## src/rtl/game_pkg.sv

```systemverilog
// Shared billiard-game definitions: turn FSM states, score width, ball count
// and a population-count helper.
package game_pkg;

  // Highest ball index; bit 0 of every ball vector is the white ball.
  localparam int unsigned NUM_BALLS = 2;
  localparam int unsigned SCORE_W   = 4;
  localparam int unsigned POP_W     = 16;

  typedef enum logic [2:0] {
    S_AIM,
    S_FIRE,
    S_ROLL,
    S_EVAL,
    S_OVER
  } turn_state_t;

  // Number of set bits in a zero-extended ball vector.
  function automatic logic [4:0] popcount(input logic [POP_W-1:0] v);
    logic [4:0] c;
    c = '0;
    for (int unsigned i = 0; i < POP_W; i++) begin
      c = c + {4'b0000, v[i]};
    end
    return c;
  endfunction

endpackage

```

## src/rtl/motion_settle_detector.sv

```systemverilog
// Counts frames during a shot; flags when the table has been motionless for
// SETTLE_FRAMES consecutive frames or the shot has run MAX_ROLL_FRAMES frames.
module motion_settle_detector import game_pkg::*; #(
  parameter int unsigned NUM_BALLS       = game_pkg::NUM_BALLS,
  parameter int unsigned SETTLE_FRAMES   = 4,
  parameter int unsigned MAX_ROLL_FRAMES = 600
) (
  input  logic               clk,
  input  logic               resetN,
  input  logic               clear,
  input  logic               startOfFrame,
  input  logic [NUM_BALLS:0] motion,
  output logic               settled,
  output logic               timeout
);

  localparam int unsigned RW = $clog2(MAX_ROLL_FRAMES + 1);
  localparam int unsigned SW = $clog2(SETTLE_FRAMES + 1);
  localparam logic [RW-1:0] ROLL_MAX   = RW'(MAX_ROLL_FRAMES);
  localparam logic [SW-1:0] SETTLE_MAX = SW'(SETTLE_FRAMES);

  logic [RW-1:0] roll_cnt;
  logic [SW-1:0] settle_cnt;

  // Per-frame roll and settle counters; both hold at their limits.
  always_ff @(posedge clk or negedge resetN) begin
    if (!resetN) begin
      roll_cnt   <= '0;
      settle_cnt <= '0;
    end else if (clear) begin
      roll_cnt   <= '0;
      settle_cnt <= '0;
    end else if (startOfFrame) begin
      if (roll_cnt != ROLL_MAX) begin
        roll_cnt <= roll_cnt + RW'(1);
      end
      if (motion == '0) begin
        if (settle_cnt != SETTLE_MAX) begin
          settle_cnt <= settle_cnt + SW'(1);
        end
      end else begin
        settle_cnt <= '0;
      end
    end
  end

  // Limit decode from the counter registers.
  always_comb begin
    settled = (settle_cnt == SETTLE_MAX);
    timeout = (roll_cnt == ROLL_MAX);
  end

endmodule

```

## src/rtl/shot_turn_sequencer.sv

```systemverilog
// Two-player shot/turn controller: arms and fires the cue, waits for the
// table to settle, scores pocketed balls, switches turns and ends the game.
module shot_turn_sequencer import game_pkg::*; #(
  parameter int unsigned NUM_BALLS       = game_pkg::NUM_BALLS,
  parameter int unsigned SETTLE_FRAMES   = 4,
  parameter int unsigned MAX_ROLL_FRAMES = 600
) (
  input  logic               clk,
  input  logic               resetN,
  input  logic               startOfFrame,
  input  logic               shot_key,
  input  logic               new_game,
  input  logic [NUM_BALLS:0] balls_in_game,
  input  logic [NUM_BALLS:0] balls_moving,
  output logic               shot_enable,
  output logic               fire,
  output logic               white_respawn,
  output logic               rack,
  output logic               current_player,
  output logic [SCORE_W-1:0] score_p0,
  output logic [SCORE_W-1:0] score_p1,
  output logic               game_over,
  output logic               winner
);

  localparam logic [SCORE_W-1:0] SCORE_MAX = '1;

  turn_state_t        state;
  logic [NUM_BALLS:0] pre_shot;
  logic               key_q;
  logic               key_rise;
  logic [NUM_BALLS:0] motion;
  logic               det_clear;
  logic               det_frame;
  logic               settled;
  logic               timeout;
  logic [NUM_BALLS:0] pocketed;
  logic [POP_W-1:0]   obj_vec;
  logic [4:0]         pot_cnt;
  logic [5:0]         sum;
  logic [SCORE_W-1:0] sat_score;
  logic [SCORE_W-1:0] nxt_p0;
  logic [SCORE_W-1:0] nxt_p1;
  logic               toggle;
  logic               all_cleared;

  // Pocketed balls stop counting as moving, so they never block settling.
  always_comb begin
    motion    = balls_moving & balls_in_game;
    det_clear = (state == S_FIRE);
    det_frame = startOfFrame && (state == S_ROLL);
  end

  motion_settle_detector #(
    .NUM_BALLS       (NUM_BALLS),
    .SETTLE_FRAMES   (SETTLE_FRAMES),
    .MAX_ROLL_FRAMES (MAX_ROLL_FRAMES)
  ) u_settle (
    .clk          (clk),
    .resetN       (resetN),
    .clear        (det_clear),
    .startOfFrame (det_frame),
    .motion       (motion),
    .settled      (settled),
    .timeout      (timeout)
  );

  // Registered shoot-key rising edge; consumed one cycle after sampling.
  always_ff @(posedge clk or negedge resetN) begin
    if (!resetN) begin
      key_q    <= 1'b0;
      key_rise <= 1'b0;
    end else begin
      key_q    <= shot_key;
      key_rise <= shot_key & ~key_q;
    end
  end

  // Shot outcome: saturating score update, turn switch and end-of-game test.
  always_comb begin
    pocketed                 = pre_shot & ~balls_in_game;
    obj_vec                  = '0;
    obj_vec[NUM_BALLS-1:0]   = pocketed[NUM_BALLS:1];
    pot_cnt                  = popcount(obj_vec);
    sum                      = current_player ? 6'(score_p1) + 6'(pot_cnt)
                                              : 6'(score_p0) + 6'(pot_cnt);
    sat_score                = (sum > 6'(SCORE_MAX)) ? SCORE_MAX : sum[SCORE_W-1:0];
    nxt_p0                   = score_p0;
    nxt_p1                   = score_p1;
    if (!pocketed[0] && (pot_cnt != '0)) begin
      if (current_player) begin
        nxt_p1 = sat_score;
      end else begin
        nxt_p0 = sat_score;
      end
    end
    toggle      = pocketed[0] || (pot_cnt == '0);
    all_cleared = (balls_in_game[NUM_BALLS:1] == '0);
  end

  // Turn FSM with registered outputs, scores and pre-shot snapshot.
  always_ff @(posedge clk or negedge resetN) begin
    if (!resetN) begin
      state          <= S_AIM;
      shot_enable    <= 1'b1;
      fire           <= 1'b0;
      white_respawn  <= 1'b0;
      rack           <= 1'b0;
      game_over      <= 1'b0;
      winner         <= 1'b0;
      current_player <= 1'b0;
      score_p0       <= '0;
      score_p1       <= '0;
      pre_shot       <= '1;
    end else begin
      fire          <= 1'b0;
      white_respawn <= 1'b0;
      rack          <= 1'b0;
      case (state)
        S_AIM: begin
          if (key_rise) begin
            pre_shot    <= balls_in_game;
            fire        <= 1'b1;
            shot_enable <= 1'b0;
            state       <= S_FIRE;
          end
        end
        S_FIRE: begin
          state <= S_ROLL;
        end
        S_ROLL: begin
          if (settled || timeout) begin
            state <= S_EVAL;
          end
        end
        S_EVAL: begin
          score_p0      <= nxt_p0;
          score_p1      <= nxt_p1;
          white_respawn <= pocketed[0];
          if (toggle) begin
            current_player <= ~current_player;
          end
          if (all_cleared) begin
            game_over <= 1'b1;
            winner    <= (nxt_p1 > nxt_p0);
            state     <= S_OVER;
          end else begin
            shot_enable <= 1'b1;
            state       <= S_AIM;
          end
        end
        S_OVER: begin
          if (new_game) begin
            rack           <= 1'b1;
            score_p0       <= '0;
            score_p1       <= '0;
            current_player <= 1'b0;
            game_over      <= 1'b0;
            winner         <= 1'b0;
            shot_enable    <= 1'b1;
            state          <= S_AIM;
          end
        end
        default: begin
          shot_enable <= 1'b1;
          state       <= S_AIM;
        end
      endcase
    end
  end

endmodule
```

## config.mk

```make
export PLATFORM = sky130hd
export DESIGN_NAME = shot_turn_sequencer
export DESIGN_NICKNAME = d
export VERILOG_FILES = /design/src/rtl/game_pkg.sv /design/src/rtl/motion_settle_detector.sv /design/src/rtl/shot_turn_sequencer.sv
export SDC_FILE = /design/constraint.sdc
export NUM_CORES = 1
export LEC_CHECK = 0
export BUFFER_PORTS_ARGS = -buffer_cell sky130_fd_sc_hd__buf_2
export CORE_ASPECT_RATIO = 0.8
export CORE_MARGIN = 2
export CORE_UTILIZATION = 58
export CTS_CLUSTER_SIZE = 40
export DETAILED_ROUTE_END_ITERATION = 8
export GPL_ROUTABILITY_DRIVEN = 0
export PLACE_DENSITY = 0.79
export REMOVE_ABC_BUFFERS = 1
export SLEW_MARGIN = 10
export SYNTH_ARGS = -nofsm -noshare
export SYNTH_HDL_FRONTEND = slang
export SYNTH_SLANG_ARGS = --single-unit
```

## constraint.sdc

```tcl
create_clock -name clk -period 3.5 [get_ports clk]
set_input_delay 0.525 -clock clk [delete_from_list [all_inputs] [get_ports clk]]
set_output_delay 0.525 -clock clk [all_outputs]
set_load 0.01 [all_outputs]
```

Yosys cells after proc, flatten, opt, wreduce, memory -nomap -nowiden. Index checks and enable logic that the tools add are counted.

$add $sub $neg: 5. Multiply operators: 0. Div/mod/pow operators: 0. Magnitude comparators: 2. Eq/ne operators: 15. Shift-type cells: 0. Muxes and demuxes: 37. Bitwise logic cells: 7. Reduce and logical (&&, ||, !) cells: 22.

Operator list (count): 10-bit 2-to-1 mux (3); 3-bit 2-to-1 mux (8); 4-bit 2-to-1 mux (6); 4-bit one-hot mux with 2 select lines (2); 3-bit one-hot mux with 5 select lines (1); 1-bit 2-to-1 mux (12); 10-bit by 1-bit adder with 10-bit output (second input constant) (1); 4-bit by 2-bit adder with 5-bit output (2); 10-bit equality test (second input constant) (1); 10-bit inequality test (second input constant) (1); 2-bit inequality test (second input constant) (5); 3-bit AND reduction (3); 2-bit AND reduction (4); 3-bit AND (2); 3-bit by 2-bit equality test with 1-bit output (second input constant) (2); 3-bit equality test (second input constant) (2); 3-bit logical NOT (2); 3-bit inequality test (second input constant) (2); 1-bit one-hot mux with 2 select lines (3); 2-bit nonzero test (3); 5-bit by 4-bit > comparator with 1-bit output (second input constant) (1); 5-bit logical NOT (1); 5-bit 2-to-1 mux (1); 5-bit nonzero test (1); 15 further kinds (19).

Bits in registers: 36. Bits in latches: 0. RAM bits: 0. ROM bits: 0. Bits of input ports: 11. Output and inout port bits: 15. Logic and storage cells: 103. Memories: 0.

Longest topological paths before layout. Gate-level depths: netlist of the first run.

Depth in word-level cells: 12. Depth in mapped cells: 14. Gate-level depth less buffers: 14.

Modules after synthesis. From an unflattened synthesis of the first run, not the netlist that was laid out.

Cell total of the unflattened synthesis: 226. Area total of the unflattened synthesis: 2284.7 um^2.

Modules (own cells, without submodules): shot_turn_sequencer (times used 1, cells an instance 137, area each 1466.4 um^2); motion_settle_detector (times used 1, cells an instance 89, area each 818.3 um^2).

Worst setup path after synthesis of the first run. Ideal clock, no wire load.

Path kind: input-to-reg. From: in balls_in_game[1]. To: reg winner. Arrival: 2.937 ns. Slack: 0.442 ns. Cell stages on the path: 13. Path through: nand2b_1 > ha_1 > ha_1 > inv_1 > fa_1 > nand4bb_1 > nand2_1 > nor3_1 > a31o_2 > ha_1 > a21oi_1 > o21ai_0 > a32o_1.

Cells in the longest elaborated chain, start to end: 12.

RTL lines: from (decl) (RTL line shot_turn_sequencer.sv:13) `input logic [NUM_BALLS:0] balls_in_game,`; 3-bit inverter (RTL line shot_turn_sequencer.sv:81) `pocketed = pre_shot & ~balls_in_game;`; 3-bit AND (RTL line shot_turn_sequencer.sv:81); 1-bit by 1-bit adder with 2-bit output (RTL line game_pkg.sv:23) `c = c + {4'b0000, v[i]};`; 4-bit by 2-bit adder with 5-bit output (on tied branches) (RTL line shot_turn_sequencer.sv:86, shot_turn_sequencer.sv:85); 5-bit 2-to-1 mux (RTL line shot_turn_sequencer.sv:85) `sum = current_player ? 6'(score_p1) + 6'(pot_cnt)`; 5-bit by 4-bit > comparator with 1-bit output (RTL line shot_turn_sequencer.sv:87) `sat_score = (sum > 6'(SCORE_MAX)) ? SCORE_MAX : sum[SCORE_W-1:0];`; 4-bit 2-to-1 mux (RTL line shot_turn_sequencer.sv:87); 4-bit 2-to-1 mux (RTL line shot_turn_sequencer.sv:91) `if (current_player) begin`; 4-bit 2-to-1 mux (RTL line shot_turn_sequencer.sv:90) `if (!pocketed[0] && (pot_cnt != '0)) begin`; 4-bit > comparator (RTL line shot_turn_sequencer.sv:145) `winner <= (nxt_p1 > nxt_p0);`; 1-bit 2-to-1 mux (RTL line shot_turn_sequencer.sv:143) `if (all_cleared) begin`; 1-bit one-hot mux with 2 select lines (RTL line shot_turn_sequencer.sv:119) `case (state)`; to (signal assigned) (RTL line shot_turn_sequencer.sv:145); to (decl) (RTL line shot_turn_sequencer.sv:23) `output logic winner`.

Several ways; a longest one is shown, not always the timed one. The select of a mux whose other input is x is not followed. A chain may end at the register's enable or synchronous reset.

Worst setup path in the final report of the first run.
From: reg pre_shot[1]. To: reg winner.

Cells in the longest elaborated chain, start to end: 11.

RTL lines: from (decl) (RTL line shot_turn_sequencer.sv:29) `logic [NUM_BALLS:0] pre_shot;`; from (signal assigned) (RTL line shot_turn_sequencer.sv:122) `pre_shot <= balls_in_game;`; 3-bit AND * (RTL line shot_turn_sequencer.sv:81); 1-bit by 1-bit adder with 2-bit output * (RTL line game_pkg.sv:23); 4-bit by 2-bit adder with 5-bit output (on tied branches) (RTL line shot_turn_sequencer.sv:86, shot_turn_sequencer.sv:85); 5-bit 2-to-1 mux (RTL line shot_turn_sequencer.sv:85); 5-bit by 4-bit > comparator with 1-bit output (RTL line shot_turn_sequencer.sv:87); 4-bit 2-to-1 mux (RTL line shot_turn_sequencer.sv:87); 4-bit 2-to-1 mux (RTL line shot_turn_sequencer.sv:91); 4-bit 2-to-1 mux (RTL line shot_turn_sequencer.sv:90); 4-bit > comparator * (RTL line shot_turn_sequencer.sv:145); 1-bit 2-to-1 mux * (RTL line shot_turn_sequencer.sv:143); 1-bit one-hot mux with 2 select lines * (RTL line shot_turn_sequencer.sv:119).

Every way passes the cells marked *; elsewhere a longest branch is shown, timed or not. The select of a mux whose other input is x is not followed.

==> run_results.csv, run 1 <==
group,metric,value,unit
yosys,synth_cells,199,
yosys,yosysUniqueCellTypes,53,
die,die_area,4270,um^2
yosys,synth_edf_count,0,
yosys,synth_warnings,0,
yosys,syn_avg_cell_area,11.0,um^2
die,start_util,61.9,%
power_and_ir_drop,p_total,1.59,mW
yosys,synth_flop_cell,"dfrtp_1",
sta,finalHoldViolations,0,
cts,post_cts_buffers,0,
route,vias,1701,
die,pin_count,26,
cts,cts-root-buf,"clkbuf_8",
cts,clockBufferDepth,2,
yosys,synth_top_family_by_area,"simple AND/OR/NAND/NOR gates",
power_and_ir_drop,leakage,1.16,nW
cts,cts_made_buffers,5,
cts,cts_hold_buf,0,
global_route,grt_pass1_wl,7870,um
yosys,yosysSeqAreaShare,41.6,%
final_layout,drive_gt1_share,26.3,%
sta,final-max-slew-violation-count,0,
cts,clk_latency,0.29,ns
sta,tightest_slew,0.815,ns
final_layout,areaGrowthSynthToFinish,10.9,%
route,wl,4700,um
global_route,overflow,0,
cts,clkTransAtPathRegs,0.08,ns
global_route,grt_start_max_net_pins,37,
yosys,synth_simple_gate_area_share,21.6,%
final_layout,final_nets,251,
global_route,antenna_found_initial,0,
final_layout,final_cell_mix,"dfrtp_1, buf_2, nor2_1",
die,rows,19,
yosys,ys_seq_elements,36,
critical_path,critPathMaxFanout,4,
route,ant_nets,0,
critical_path,cp-end-kind,"flop",
job,max_cap_viol_count,0,
cts,cts_max_level,2,
route,wire_per_inst,17.4,um
die,die_height,58.8,um
final_layout,antenna_cells,0,
sta,rsz0062_at_grt,"false",
power_and_ir_drop,power.density,656,nW/um^2
yosys,synth_xor_area_share,3.62,%
yosys,synth_compound_area_share,13.8,%
critical_path,r2r_slack,0.29,ns
route,viasPerCell,6.30,
yosys,async_flop_share,100,%
critical_path,critPathArrivalTime,3.39,ns
die,die_w,72.5,um
sta,slew_headroom,45.7,%
route,drtIter0Drc,182,
placement,port_buffers,25,
global_route,grt_pass1_vias,1703,
critical_path,cp.required,3.68,ns
final_layout,layout_commonest_cell,"dfrtp_1",
sta,fmax,311,MHz
sta,fin_worst_skew,0.00972,ns
worst_hold_path,hp-class,"in2async",
route,drc,0,
critical_path,r2r-start,"pre_shot[1]",
yosys,synth.area.mux_share,7.35,%
critical_path,critical_path_class,"reg2reg",
status,status,"finished clean",
die,core,3520,um^2
sta,finalCritPeriodShare,91.8,%
critical_path,worstSetupStartpointType,"flop",
cts,cts.repair.resized,0,
yosys,synthesis.area,2180,um^2
yosys,synth_fa_ha_area_share,7.81,%
sta,setup_tns,0,ns
cts,cts_tree,"built",
sta,setup_viol,0,
final_layout,final_core_util,68.7,%
sta,finalCriticalPeriod,3.21,ns
cts,cts_sinks,36,
critical_path,worst-r2r-cell-count,13,
global_route,track_usage,24.5,%
power_and_ir_drop,vdd_ir_drop_max,377,uV
route,dr.pass1.iters,4,
critical_path,r2r_end,"winner",
placement,place_hpwl,3390,um
-- cells in the mapped netlist (3+ instances only) --
library cell   n  share of area, %
nand3_1        3              0.69
nand2_1        9               1.5
a21oi_1       11               2.5
dfstp_2        4               4.8
mux2i_1        7               3.2
ha_1          12               6.9
xor2_1         7               2.8
nor2_1        15               2.6
dfrtp_1       32                37
a31oi_1        4               1.1
a22o_1         6               2.4
and3_1         3              0.86
inv_1         12               2.1
o21ai_0        4              0.92
nand4_1        7               2.0
nand2b_1       4               1.1
mux2_2         8               4.1
-- critical path, cell delays in order (launching register included) --
cell       delay [ns]
dfstp_2          0.53
nand2b_1         0.07
ha_1             0.31
ha_1             0.22
inv_1            0.08
fa_1             0.22
nand4bb_1        0.20
nand2_1          0.09
nor3_1           0.40
a31oi_1          0.15
ha_1             0.35
a21oi_1          0.15
o21ai_0          0.09
a32o_1           0.24
-- final cells by class --
cell class / instances / area [um^2]
sequential: 36 / 906
timing repair buffer: 27 / 140
multi-input combinational: 145 / 1180
clock inverter: 2 / 10.0
fill: 268 / 1100
tap: 42 / 52.6
inverter: 12 / 45.0
clock buffer: 6 / 82.6
-- registers in the layout, summed over array words and instances, names as in the netlist --
register,cells
u_settle.roll_cnt,10
score_p1,4
state,3
shot_enable,1
current_player,1
key_q,1
pre_shot,3
winner,1
u_settle.settle_cnt,3
fire,1
game_over,1
rack,1
key_rise,1
white_respawn,1
score_p0,4
-- metrics by stage --
stage               setup WS [ns]  instances  hold WS (ns)  area [um^2]
floorplan                   0.428        193         0.229         2130
global placement            0.220        262         0.393         2320
detailed placement         0.0830        262         0.395         2320
CTS                         0.294        270         0.334         2420
global route               0.0272        270         0.344         2420
finish                      0.288        270         0.303         2420
-- power by group --
group | switching, mW | internal (mW)
Combinational | 0.345 | 0.286
Clock | 0.154 | 0.157
Sequential | 0.116 | 0.529
-- worst max-delay path by stage --
stage / from / end
floorplan: current_player / winner
global placement: balls_in_game[1] / winner
detailed placement: balls_in_game[2] / winner
CTS: pre_shot[2] / winner
global route: pre_shot[1] / winner
finish: pre_shot[1] / winner
-- per-layer routing --
layer,routed length [um],track usage [%]
met5,0,0
met4,88,11.9
met3,296,5.82
met2,2220,37.9
met1,2090,32.6
-- cell families after synthesis --
family                     count (synthesis)
xor gates and xnor gates                   9
buffers and inverters                     18
muxes                                     15
adders and majority gates                 13
AOI/OAI and AO/OA                         43
DFF                                       36
and+or+nand+nor                           65
No activity file was read; power rests on OpenSTA's default activity.
==> run 2, diff against run 1 <==
==> constraint.sdc (replaced) <==
create_clock -name clk -period 3.2 [get_ports clk]
set_input_delay 0.48 -clock clk [delete_from_list [all_inputs] [get_ports clk]]
set_output_delay 0.48 -clock clk [all_outputs]
set_load 0.01 [all_outputs]
==> run 2 against run 1 <==
- non-clock buffer count grew 6
- wire length is 5.6% higher
- cell count increased by 2.2%
- largest power group is now combinational logic
- clock-buffer cell count is the same
- highest routed layer unchanged
- design area increased by 5.3%
- worst hold slack worse by 0.038 ns
- setup slack worse by 0.20 ns
==> run_results.csv, run 2 (synthesis gave the netlist of run 1 again) <==
group,metric,value,unit
die,die_area,4270,um^2
final_layout,nFillCells,243,
final_layout,drive_gt1_share,34.2,%
critical_path,critPathArrivalTime,3.29,ns
cts,clkTransAtPathRegs,0.07,ns
cts,cts_max_level,2,
worst_hold_path,hp-class,"in2async",
global_route,grt_start_max_net_pins,37,
die,die_w,72.5,um
route,ant_nets,0,
route,dr.pass1.iters,5,
placement,pre_cts_ws,-0.117,ns
route,wl,4970,um
final_layout,fin_area,2550,um^2
sta,rsz0062_at_grt,"false",
route,drc,0,
placement,dp_cells,267,
final_layout,largest_reg_flops,10,
power_and_ir_drop,vdd_ir_drop_max,419,uV
sta,setup_viol,0,
status,status,"finished clean",
route,wire_per_inst,18.0,um
final_layout,fin_cells,276,
critical_path,cp.required,3.38,ns
final_layout,layout_commonest_cell,"dfrtp_1",
cts,clk_latency,0.29,ns
final_layout,areaGrowthSynthToFinish,16.8,%
sta,setup_tns,0,ns
cts,clockBufferDepth,2,
route,viasPerCell,6.21,
final_layout,regMostFlops,"u_settle.roll_cnt",
final_layout,final_core_util,72.4,%
placement,place_hpwl,3490,um
global_route,overflow,0,
sta,final-max-slew-violation-count,0,
final_layout,reg.largest.list,"u_settle.roll_cnt x10, score_p0 x4, score_p1 x4",
critical_path,critical_path_class,"reg2reg",
sta,fmax,322,MHz
cts,cts_made_buffers,5,
power_and_ir_drop,leakage,1.22,nW
sta,fin_ws,0.0919,ns
cts,cts_sinks,36,
sta,slew_headroom,47.3,%
final_layout,final_cell_mix,"dfrtp_1, buf_2, nor2_1",
route,drtIter0Drc,184,
job,max_cap_viol_count,0,
sta,timing.hold.ws,0.265,ns
global_route,track_usage,24.7,%
global_route,antenna_found_initial,0,
final_layout,final_nets,257,
die,die_height,58.8,um
sta,finalCriticalPeriod,3.11,ns
die,start_util,61.9,%
global_route,grt_pass1_vias,1659,
sta,finalHoldViolations,0,
route,vias,1714,
power_and_ir_drop,p_total,1.79,mW
critical_path,critPathMaxFanout,3,
placement,dpl_cell_area,2360,um^2
critical_path,cp-end-kind,"flop",
power_and_ir_drop,power.density,704,nW/um^2
cts,cts_hold_buf,0,
sta,fin_worst_skew,0.00454,ns
sta,tightest_slew,0.790,ns
cts,cts-root-buf,"clkbuf_8",
placement,port_buffers,25,
global_route,grt_pass1_wl,7900,um
die,pin_count,26,
sta,finalCritPeriodShare,97.1,%
final_layout,antenna_cells,0,
cts,cts_tree,"built",
critical_path,worstSetupStartpointType,"flop",
die,rows,19,
die,core,3520,um^2
## run 2: changes by cell type in the layout (fill, tap and decap cells not counted), sizes merged
| cell | change |
|---|---|
| buf | +6 |
## run 2: final timing paths
path                             start        to  slack, ns  depth (start not counted)
setup / recovery           pre_shot[1]    winner       0.09                         13
hold / removal                  resetN     key_q       0.26                          1
setup reg to reg           pre_shot[1]    winner       0.09                         13
hold reg to reg                  key_q  key_rise       0.41                          1
max in group asynchronous       resetN    winner       2.43                          1
min in group clk              shot_key     key_q       0.30                          1
## run 2: power breakdown
| group | total, mW | switching (mW) | internal (mW) |
|---|---|---|---|
| Sequential | 0.718 | 0.138 | 0.579 |
| Clock | 0.338 | 0.167 | 0.172 |
| Combinational | 0.736 | 0.393 | 0.343 |
## run 2: layout make-up
class | instances | area (um^2) | share of cell area (%)
flip-flops and latches | 36 | 906 | 35.6
well taps | 42 | 52.6 | 2.06
inverters | 12 | 45.0 | 1.77
repair buffers | 33 | 185 | 7.27
multi-input cells | 145 | 1260 | 49.7
clock inverters | 2 | 10.0 | 0.393
clock buffers | 6 | 82.6 | 3.24
## run 2: timing repair
item                                    in CTS  in global routing
setup buffers                                0                  1
resized for setup                            0                 16
endpoints found under the setup margin       0                  1
endpoints found under the hold margin        0                  0
## run 2: worst max-delay path, cell delays in order, from the launching register on
cell      delay [ns]
dfstp_2         0.56
nand2b_4        0.06
ha_1            0.29
ha_2            0.18
inv_1           0.06
fa_2            0.37
nand4b_1        0.29
o211ai_2        0.18
a21oi_2         0.08
a31o_2          0.25
ha_4            0.24
a21oi_1         0.13
o21ai_1         0.08
a32o_1          0.24
## run 2: routing by layer
layer | up-vias | routed length [um] | global-route usage [%]
met3 | 6 | 313 | 7.71
met4 | 0 | 40 | 6.35
met5 | - | 0 | 0
met1 | 848 | 2240 | 33.6
li1 | 798 | - | -
met2 | 62 | 2370 | 38.7
